--- src/rtl/raymarch_frame_scheduler.sv ---
// Frame scheduler for a pipelined raymarcher: issues pixels in raster
// order, delays {valid,addr} by LATENCY and writes colors to framebuffer.
// Ports: clk, rst_n (sync, active-low); start/continuous frame control;
//   cam_wr/cam_addr/cam_wdata shadow camera writes; look_at_* / eye_*
//   active camera; pixel_x/pixel_y issued pixel; red/green/blue color in;
//   fb_we/fb_addr/fb_data framebuffer write; busy, frame_done, frame_count.
module raymarch_frame_scheduler #(
    parameter int H_RES   = 640,
    parameter int V_RES   = 480,
    parameter int LATENCY = 32
) (
    input  logic        clk,
    input  logic        rst_n,
    input  logic        start,
    input  logic        continuous,
    input  logic        cam_wr,
    input  logic [3:0]  cam_addr,
    input  logic [26:0] cam_wdata,
    output logic [26:0] look_at_1_1,
    output logic [26:0] look_at_1_2,
    output logic [26:0] look_at_1_3,
    output logic [26:0] look_at_2_1,
    output logic [26:0] look_at_2_2,
    output logic [26:0] look_at_2_3,
    output logic [26:0] look_at_3_1,
    output logic [26:0] look_at_3_2,
    output logic [26:0] look_at_3_3,
    output logic [26:0] eye_x,
    output logic [26:0] eye_y,
    output logic [26:0] eye_z,
    output logic [9:0]  pixel_x,
    output logic [9:0]  pixel_y,
    input  logic [7:0]  red,
    input  logic [7:0]  green,
    input  logic [7:0]  blue,
    output logic        fb_we,
    output logic [18:0] fb_addr,
    output logic [23:0] fb_data,
    output logic        busy,
    output logic        frame_done,
    output logic [15:0] frame_count
);

    typedef enum logic [2:0] {
        IDLE, LOAD, ISSUE, DRAIN, DONE
    } state_t;

    localparam logic [26:0] ONE = 27'h1FC0000;
    localparam logic [9:0] X_LAST = 10'(H_RES - 1);
    localparam logic [9:0] Y_LAST = 10'(V_RES - 1);
    localparam int DW = (LATENCY > 1) ? $clog2(LATENCY) : 1;
    localparam logic [DW-1:0] D_LAST = DW'(LATENCY - 1);

    state_t state_q, state_d;
    logic [9:0]  x_q, y_q;
    logic [18:0] a_q;
    logic [DW-1:0] d_q;
    logic        last_px;
    logic        issue;

    logic [LATENCY-1:0] vld_q;
    logic [18:0] dadr_q [LATENCY];

    logic [26:0] shd_q [12];
    logic [26:0] act_q [12];

    assign last_px = (x_q == X_LAST) && (y_q == Y_LAST);

    // State register
    always_ff @(posedge clk) begin
        if (!rst_n) state_q <= IDLE;
        else        state_q <= state_d;
    end

    // Next-state logic
    always_comb begin
        state_d = state_q;
        unique case (state_q)
            IDLE:    if (start) state_d = LOAD;
            LOAD:    state_d = ISSUE;
            ISSUE:   if (last_px) state_d = DRAIN;
            DRAIN:   if (d_q == D_LAST) state_d = DONE;
            DONE:    state_d = continuous ? LOAD : IDLE;
            default: state_d = IDLE;
        endcase
    end

    // Output logic
    always_comb begin
        issue      = (state_q == ISSUE);
        busy       = (state_q != IDLE);
        frame_done = (state_q == DONE);
        pixel_x    = issue ? x_q : 10'd0;
        pixel_y    = issue ? y_q : 10'd0;
    end

    // Raster counters; address tracks y*H_RES+x by plain increment
    always_ff @(posedge clk) begin
        if (!rst_n) begin
            x_q <= '0;
            y_q <= '0;
            a_q <= '0;
            d_q <= '0;
        end else begin
            if (issue) begin
                a_q <= a_q + 19'd1;
                if (x_q == X_LAST) begin
                    x_q <= '0;
                    y_q <= y_q + 10'd1;
                end else begin
                    x_q <= x_q + 10'd1;
                end
            end else begin
                x_q <= '0;
                y_q <= '0;
                a_q <= '0;
            end
            if (state_q == DRAIN) d_q <= d_q + DW'(1);
            else                  d_q <= '0;
        end
    end

    // Delay line matching the raymarcher pipeline depth
    always_ff @(posedge clk) begin
        if (!rst_n) begin
            vld_q <= '0;
            for (int i = 0; i < LATENCY; i++) dadr_q[i] <= '0;
        end else begin
            vld_q[0]  <= issue;
            dadr_q[0] <= a_q;
            for (int i = 1; i < LATENCY; i++) begin
                vld_q[i]  <= vld_q[i-1];
                dadr_q[i] <= dadr_q[i-1];
            end
        end
    end

    assign fb_we   = vld_q[LATENCY-1];
    assign fb_addr = dadr_q[LATENCY-1];
    assign fb_data = {red, green, blue};

    // Shadow camera registers, writable at any time
    always_ff @(posedge clk) begin
        if (!rst_n) begin
            for (int i = 0; i < 12; i++)
                shd_q[i] <= (i == 0 || i == 4 || i == 8) ? ONE : '0;
        end else if (cam_wr && cam_addr < 4'd12) begin
            shd_q[cam_addr] <= cam_wdata;
        end
    end

    // Active camera: snapshot of the shadow set taken only in LOAD
    always_ff @(posedge clk) begin
        if (!rst_n) begin
            for (int i = 0; i < 12; i++)
                act_q[i] <= (i == 0 || i == 4 || i == 8) ? ONE : '0;
        end else if (state_q == LOAD) begin
            act_q <= shd_q;
        end
    end

    always_ff @(posedge clk) begin
        if (!rst_n)                frame_count <= '0;
        else if (state_q == DONE)  frame_count <= frame_count + 16'd1;
    end

    assign look_at_1_1 = act_q[0];
    assign look_at_1_2 = act_q[1];
    assign look_at_1_3 = act_q[2];
    assign look_at_2_1 = act_q[3];
    assign look_at_2_2 = act_q[4];
    assign look_at_2_3 = act_q[5];
    assign look_at_3_1 = act_q[6];
    assign look_at_3_2 = act_q[7];
    assign look_at_3_3 = act_q[8];
    assign eye_x       = act_q[9];
    assign eye_y       = act_q[10];
    assign eye_z       = act_q[11];

endmodule

--- config.mk ---
export PLATFORM = sky130hd
export DESIGN_NAME = raymarch_frame_scheduler
export DESIGN_NICKNAME = d
export VERILOG_FILES = /design/src/rtl/raymarch_frame_scheduler.sv
export SDC_FILE = /design/constraint.sdc
export NUM_CORES = 2
export LEC_CHECK = 0
export CAP_MARGIN = 20
export CORE_MARGIN = 2
export CORE_UTILIZATION = 50
export CTS_BUF_LIST = sky130_fd_sc_hd__clkbuf_4 sky130_fd_sc_hd__clkbuf_8
export CTS_CLUSTER_DIAMETER = 100
export DETAILED_ROUTE_END_ITERATION = 7
export PLACE_DENSITY = 0.71
export SLEW_MARGIN = 20
export SYNTH_ARGS = -nofsm -noshare
export SYNTH_HDL_FRONTEND = slang
export SYNTH_SLANG_ARGS = --single-unit
export TNS_END_PERCENT = 5
--- constraint.sdc ---
create_clock -name clk -period 1.78 [get_ports clk]
set_input_delay 0.178 -clock clk [delete_from_list [all_inputs] [get_ports clk]]
set_output_delay 0.178 -clock clk [all_outputs]
set_load 0.01 [all_outputs]
## Word level (Yosys, flattened, before mapping)

Memory sizes are Yosys's and may differ from the RTL's.
Index checks and enable logic that the tools add are counted.
W data, S select, Z words.

| word-level totals | value |
|---|---|
| bits of input ports | 60 |
| output and inout bits | 406 |
| RAM bits | 608 |
| register bits | 743 |
| memories kept | 1 |

Memory list:

| memory | words | bits a word | rd ports | clocked after Yosys merged registers in | write ports | line | text |
|---|---|---|---|---|---|---|---|
| dadr_q | 32 | 19 | 32 | 0 | 32 | 62 | `logic [18:0] dadr_q [LATENCY];` |

| cells by class | value |
|---|---|
| $lt $le $gt $ge | 3 |
| reductions and logical operators | 9 |
| muxes and demuxes | 44 |
| bitwise gates (word level) | 35 |
| add/subtract/negate cells | 5 |
| eq/ne operators | 10 |

Operators with widths:

| operator | number |
|---|---|
| $mux W19 | 32 |
| $bwmux W324 | 1 |
| $demux W27 S4 | 1 |
| $or A1 B1 Y1 | 32 |
| $mux W27 | 1 |
| $add A10 B1 Y10 const B | 2 |
| $mux W10 | 2 |
| $add A19 B1 Y19 const B | 1 |
| $add A16 B1 Y16 const B | 1 |
| $pmux W3 S5 | 1 |
| $eq A10 B10 Y1 const B | 1 |
| $eq A10 B9 Y1 const B | 1 |
| $mux W3 | 3 |
| $eq A3 B2 Y1 const B | 2 |
| $ne A2 B2 Y1 const B | 3 |
| $add A5 B1 Y5 const B | 1 |
| $eq A5 B5 Y1 const B | 1 |
| $ge A5 B5 Y1 const B | 1 |
| $lt A5 B1 Y1 const B | 1 |
| $not A4 Y5 | 1 |
| $lt A4 B4 Y1 const B | 1 |
| $reduce_and A2 Y1 | 2 |
| $eq A3 B1 Y1 const B | 1 |
| $eq A3 B3 Y1 const B | 1 |
| 7 further kinds | 12 |

## Depth between registers and ports, before layout

| depth | value |
|---|---|
| word-level depth | 6 |
| depth in mapped cells | 7 |
| depth with buffers taken out | 6 |

## Worst setup path after synthesis

OpenSTA, ideal clock, no wires.

| path | value |
|---|---|
| kind | register -> register |
| start point | reg a_q[0] |
| end point | reg a_q[18] |
| arrival time | 1.548 ns |
| clock period less this slack | 1.619 ns |
| cell stages (with the launch flop) | 7 |
| required time | 1.710 ns |
| buffers on the path | 1 |
| library setup time | 0.070 ns |
| setup slack | 0.161 ns |
| cell sequence | dfxtp_1 ha_1 and3_1 clkbuf_1 nand4_1 or3_1 a21oi_1 |

| between the ends | value |
|---|---|
| cells in the longest elaborated chain, start to end | 1 |

Ends and longest elaborated chain:

| element | line | text |
|---|---|---|
| start: declaration | 56 | `logic [18:0] a_q;` |
| start signal: assignment | 106 | `a_q <= a_q + 19'd1;` |
| $add A19 B1 Y19 | 106 |  |

Every way passes these cells.
A chain may end at the register's enable or synchronous reset.

## Worst setup path after layout

| path | value |
|---|---|
| start point | reg state_q[0] |
| end point | out pixel_y[8] |

| between the ends | value |
|---|---|
| cells in the longest elaborated chain, start to end | 2 |

Ends and longest elaborated chain:

| element | line | text |
|---|---|---|
| start: declaration | 54 | `state_t state_q, state_d;` |
| start signal: assignment | 72 | `else state_q <= state_d;` |
| $eq A3 B2 Y1 | 90 | `issue = (state_q == ISSUE);` |
| $mux W10 | 94 | `pixel_y = issue ? y_q : 10'd0;` |
| end: declaration | 32 | `output logic [9:0] pixel_y,` |

Every way passes these cells.

==> results.sh <==
export IMPL_status="complete, but fails checks"
export IMPL_violations="setup timing"
export IMPL_gp_congestion=0.849
export IMPL_setup_viol_count_final=203
export IMPL_tightest_slew_ns=0.435
export IMPL_fin_ws_ns=-0.487
export IMPL_synthSimpleGateAreaFrac=0.242
export IMPL_synthMuxAreaShare=0.000705
export IMPL_fin_nets=5083
export IMPL_seqPwrFrac=0.511
export IMPL_initial_core_util=0.503
export IMPL_route_detailed_drc=0
export IMPL_p_per_area_nw_per_um2=1130
export IMPL_period_share=1.27
export IMPL_syn_area_per_cell_sq_um=9.28
export IMPL_grtUsageTotal=0.226
export IMPL_cts_made_buffers=204
export IMPL_synth_area_leaders="dfxtp_1, nand2_1, and2_1"
export IMPL_final_hold_viol_count=0
export IMPL_worstPathRequired_ns=1.60
export IMPL_yosys_area_top_type_share=0.635
export IMPL_pwr_share_comb=0.045
export IMPL_antenna_found_initial=1
export IMPL_hp_class="input pin to flop"
export IMPL_end_kind="output port"
export IMPL_synthToLayoutAreaGrowth_pct=24.1
export IMPL_start_kind="flop"
export IMPL_yosys_register_bits=1351
export IMPL_ant_nets=0
export IMPL_coreArea_sq_um=84700
export IMPL_cts_tree="done"
export IMPL_max_freq_mhz=441
export IMPL_synth_area_sq_um=42600
export IMPL_yosys_warnings=0
export IMPL_final_common_cell="nand2_1"
export IMPL_die_y_um=296
export IMPL_vdd_drop_max_v=0.000639
export IMPL_min_period_ns=2.27
export IMPL_r2r_slack_ns=-0.06
export IMPL_vias_per_cell=4.93
export IMPL_path_clk_slew_ns=0.06
export IMPL_maxCapViolCount=0
export IMPL_io_buffers=417
export IMPL_relSlewSlack=0.709
export IMPL_syn_num_nets=4656
export IMPL_cts_root_buf="clkbuf_8"
export IMPL_seq_area_frac_synth=0.635
export IMPL_slew_viol_final=0
export IMPL_dr_first_iter_drc_count=2261
export IMPL_final_cell_mix="nand2_1, dfxtp_1, and2_1"
export IMPL_leakage_nw=21.5
export IMPL_grt_pass1_wl_um=155000
export IMPL_clock_sinks=1351
export IMPL_cts_max_level=4
export IMPL_hpwl_um=62400
export IMPL_synth_top_family_by_area="simple AND/OR/NAND/NOR gates"
export IMPL_yosys_area_top_type="dfxtp_1"
export IMPL_synthXorXnorAreaFrac=0.00740
export IMPL_path_max_fanout=4
export IMPL_worst_endpoint_arrival_ns=2.09
export IMPL_rows=107
export IMPL_synthDistinctLibCells=40
export IMPL_synth_cells=4590
export IMPL_clk_insertion_delay_late_ns=0.84
export IMPL_wirelength_um=101000
export IMPL_grt_max_degree=83
export IMPL_grt_pass1_vias=28700
export IMPL_dieArea_sq_um=87500
export IMPL_vias=31200
export IMPL_synth_compound_area_frac=0.0748
export IMPL_synthAdderAreaFrac=0.00176
export IMPL_fin_tns_setup_ns=-12.00
export IMPL_fin_skew_ns=0.0292
export IMPL_switching_power_mw=13.5
export IMPL_power_internal_mw=46.3
export IMPL_critPathKind="flop to output port"
export IMPL_holdWs_ns=0.133
export IMPL_io_pin_count=466
export IMPL_first_pass_iters=5
export IMPL_pwr_share_clk=0.444
export IMPL_grt_ovfl_total=0
export IMPL_switching_share=0.226
export IMPL_drive_above_1_share=0.128
export IMPL_fp_dieW_um=296
export IMPL_rsz0062_at_grt="true"
export IMPL_cts_buffer_depth=3
export IMPL_wl_per_cell_um=16.0
-- cell type report --
type	instances	area (sq um)
Inverter	8	37.5
Clock inverter	39	385
Sequential cell	1351	27100
Timing Repair Buffer	573	5780
Fill cell	7229	31900
Tap cell	1144	1430
Multi-Input combinational cell	2879	14100
Clock buffer	332	4050
Antenna cell	4	10.0
-- worst max-delay path, stage by stage (launching register included) --
cell,delay (ns)
dfxtp_4,0.35
nor3b_4,0.28
buf_6,0.16
buf_6,0.11
buf_6,0.10
and2_4,0.14
buf_6,0.10
-- cells by family after synthesis --
group / Yosys count
flip-flops: 1351
buffers and inverters: 360
XOR/XNOR: 36
AO/OA/AOI/OAI: 635
multiplexers: 3
adder cells (fa/ha/maj): 6
AND/OR/NAND/NOR: 2199
-- final timing paths --
kind / endpoint / depth (start not counted) / start
setup reg to reg: look_at_3_3[23]$_SDFFE_PN1N_ / 7 / state_q[0]$_SDFFE_PN0P_
hold / removal: shd_q[269]$_SDFFE_PN0P_ / 4 / cam_wdata[26]
hold reg to reg: dadr_q[0][433]$_SDFF_PN0_ / 1 / dadr_q[0][414]$_SDFF_PN0_
setup / recovery: pixel_y[8] / 6 / state_q[0]$_SDFFE_PN0P_
-- cell usage after synthesis (all sizes together) --
cell type / instances
a21oi: 621
a41oi: 1
and2: 664
and3: 12
and3b: 2
and4: 5
buf: 118
clkbuf: 234
dfxtp: 1351
ha: 6
inv: 8
mux2i: 3
nand2: 1326
nand2b: 7
nand3: 74
nand3b: 2
nand4: 11
nand4b: 3
nor2: 53
nor2b: 2
nor3: 13
nor3b: 3
nor4: 7
nor4bb: 1
o21ai: 12
o31ai: 1
or3: 11
or3b: 3
xnor2: 23
xor2: 13
-- power groups by stage --
stage          Combinational, mW  Sequential [mW]  Clock [mW]
6_report                    2.66             30.6        26.6
5_1_grt                     2.86             30.6        28.5
4_1_cts                     2.65             30.6        27.2
3_5_place_dp                2.60             31.2           0
3_3_place_gp                2.60             31.2           0
2_1_floorplan               1.37             31.2           0
-- layer usage --
| layer | track usage | routed length (um) | vias to the layer above |
|---|---|---|---|
| li1 | - | - | 15400 |
| met5 | 0 | 0 | - |
| met2 | 0.351 | 45600 | 1086 |
| met4 | 0.128 | 4950 | 0 |
| met1 | 0.288 | 43200 | 14500 |
| met3 | 0.0547 | 7760 | 264 |
-- flip-flops by register name, indices dropped and copies added (netlist names) --
name         flops
dadr_q         608
shd_q          324
vld_q           32
eye_x           27
eye_y           27
eye_z           27
look_at_1_1     27
look_at_1_2     27
look_at_1_3     27
look_at_2_1     27
look_at_2_2     27
look_at_2_3     27
look_at_3_1     27
look_at_3_2     27
look_at_3_3     27
a_q             19
frame_count     16
x_q             10
y_q             10
d_q              5
state_q          3
-- timing repair --
item,4_1_cts,5_1_grt
pin swaps,5,4
hold endpoints to repair,368,0
setup endpoints to repair,398,367
gates cloned,2,0
gates resized for setup,586,24
hold buffers,1,0
setup buffers,14,3
-- through the flow --
stage	power [mW]	util	std cells	cell area, sq um	setup WS [ns]
2_1_floorplan	32.6	-	4590	42600	0.161
3_3_place_gp	33.8	0.572	5937	48500	-0.150
3_5_place_dp	33.8	0.572	5937	48500	-0.181
4_1_cts	60.4	0.623	6325	52800	-0.573
5_1_grt	61.9	0.624	6328	52900	-0.608
6_report	59.8	0.624	6330	52900	-0.487
Note: power is estimated with default switching activity, not from simulation.
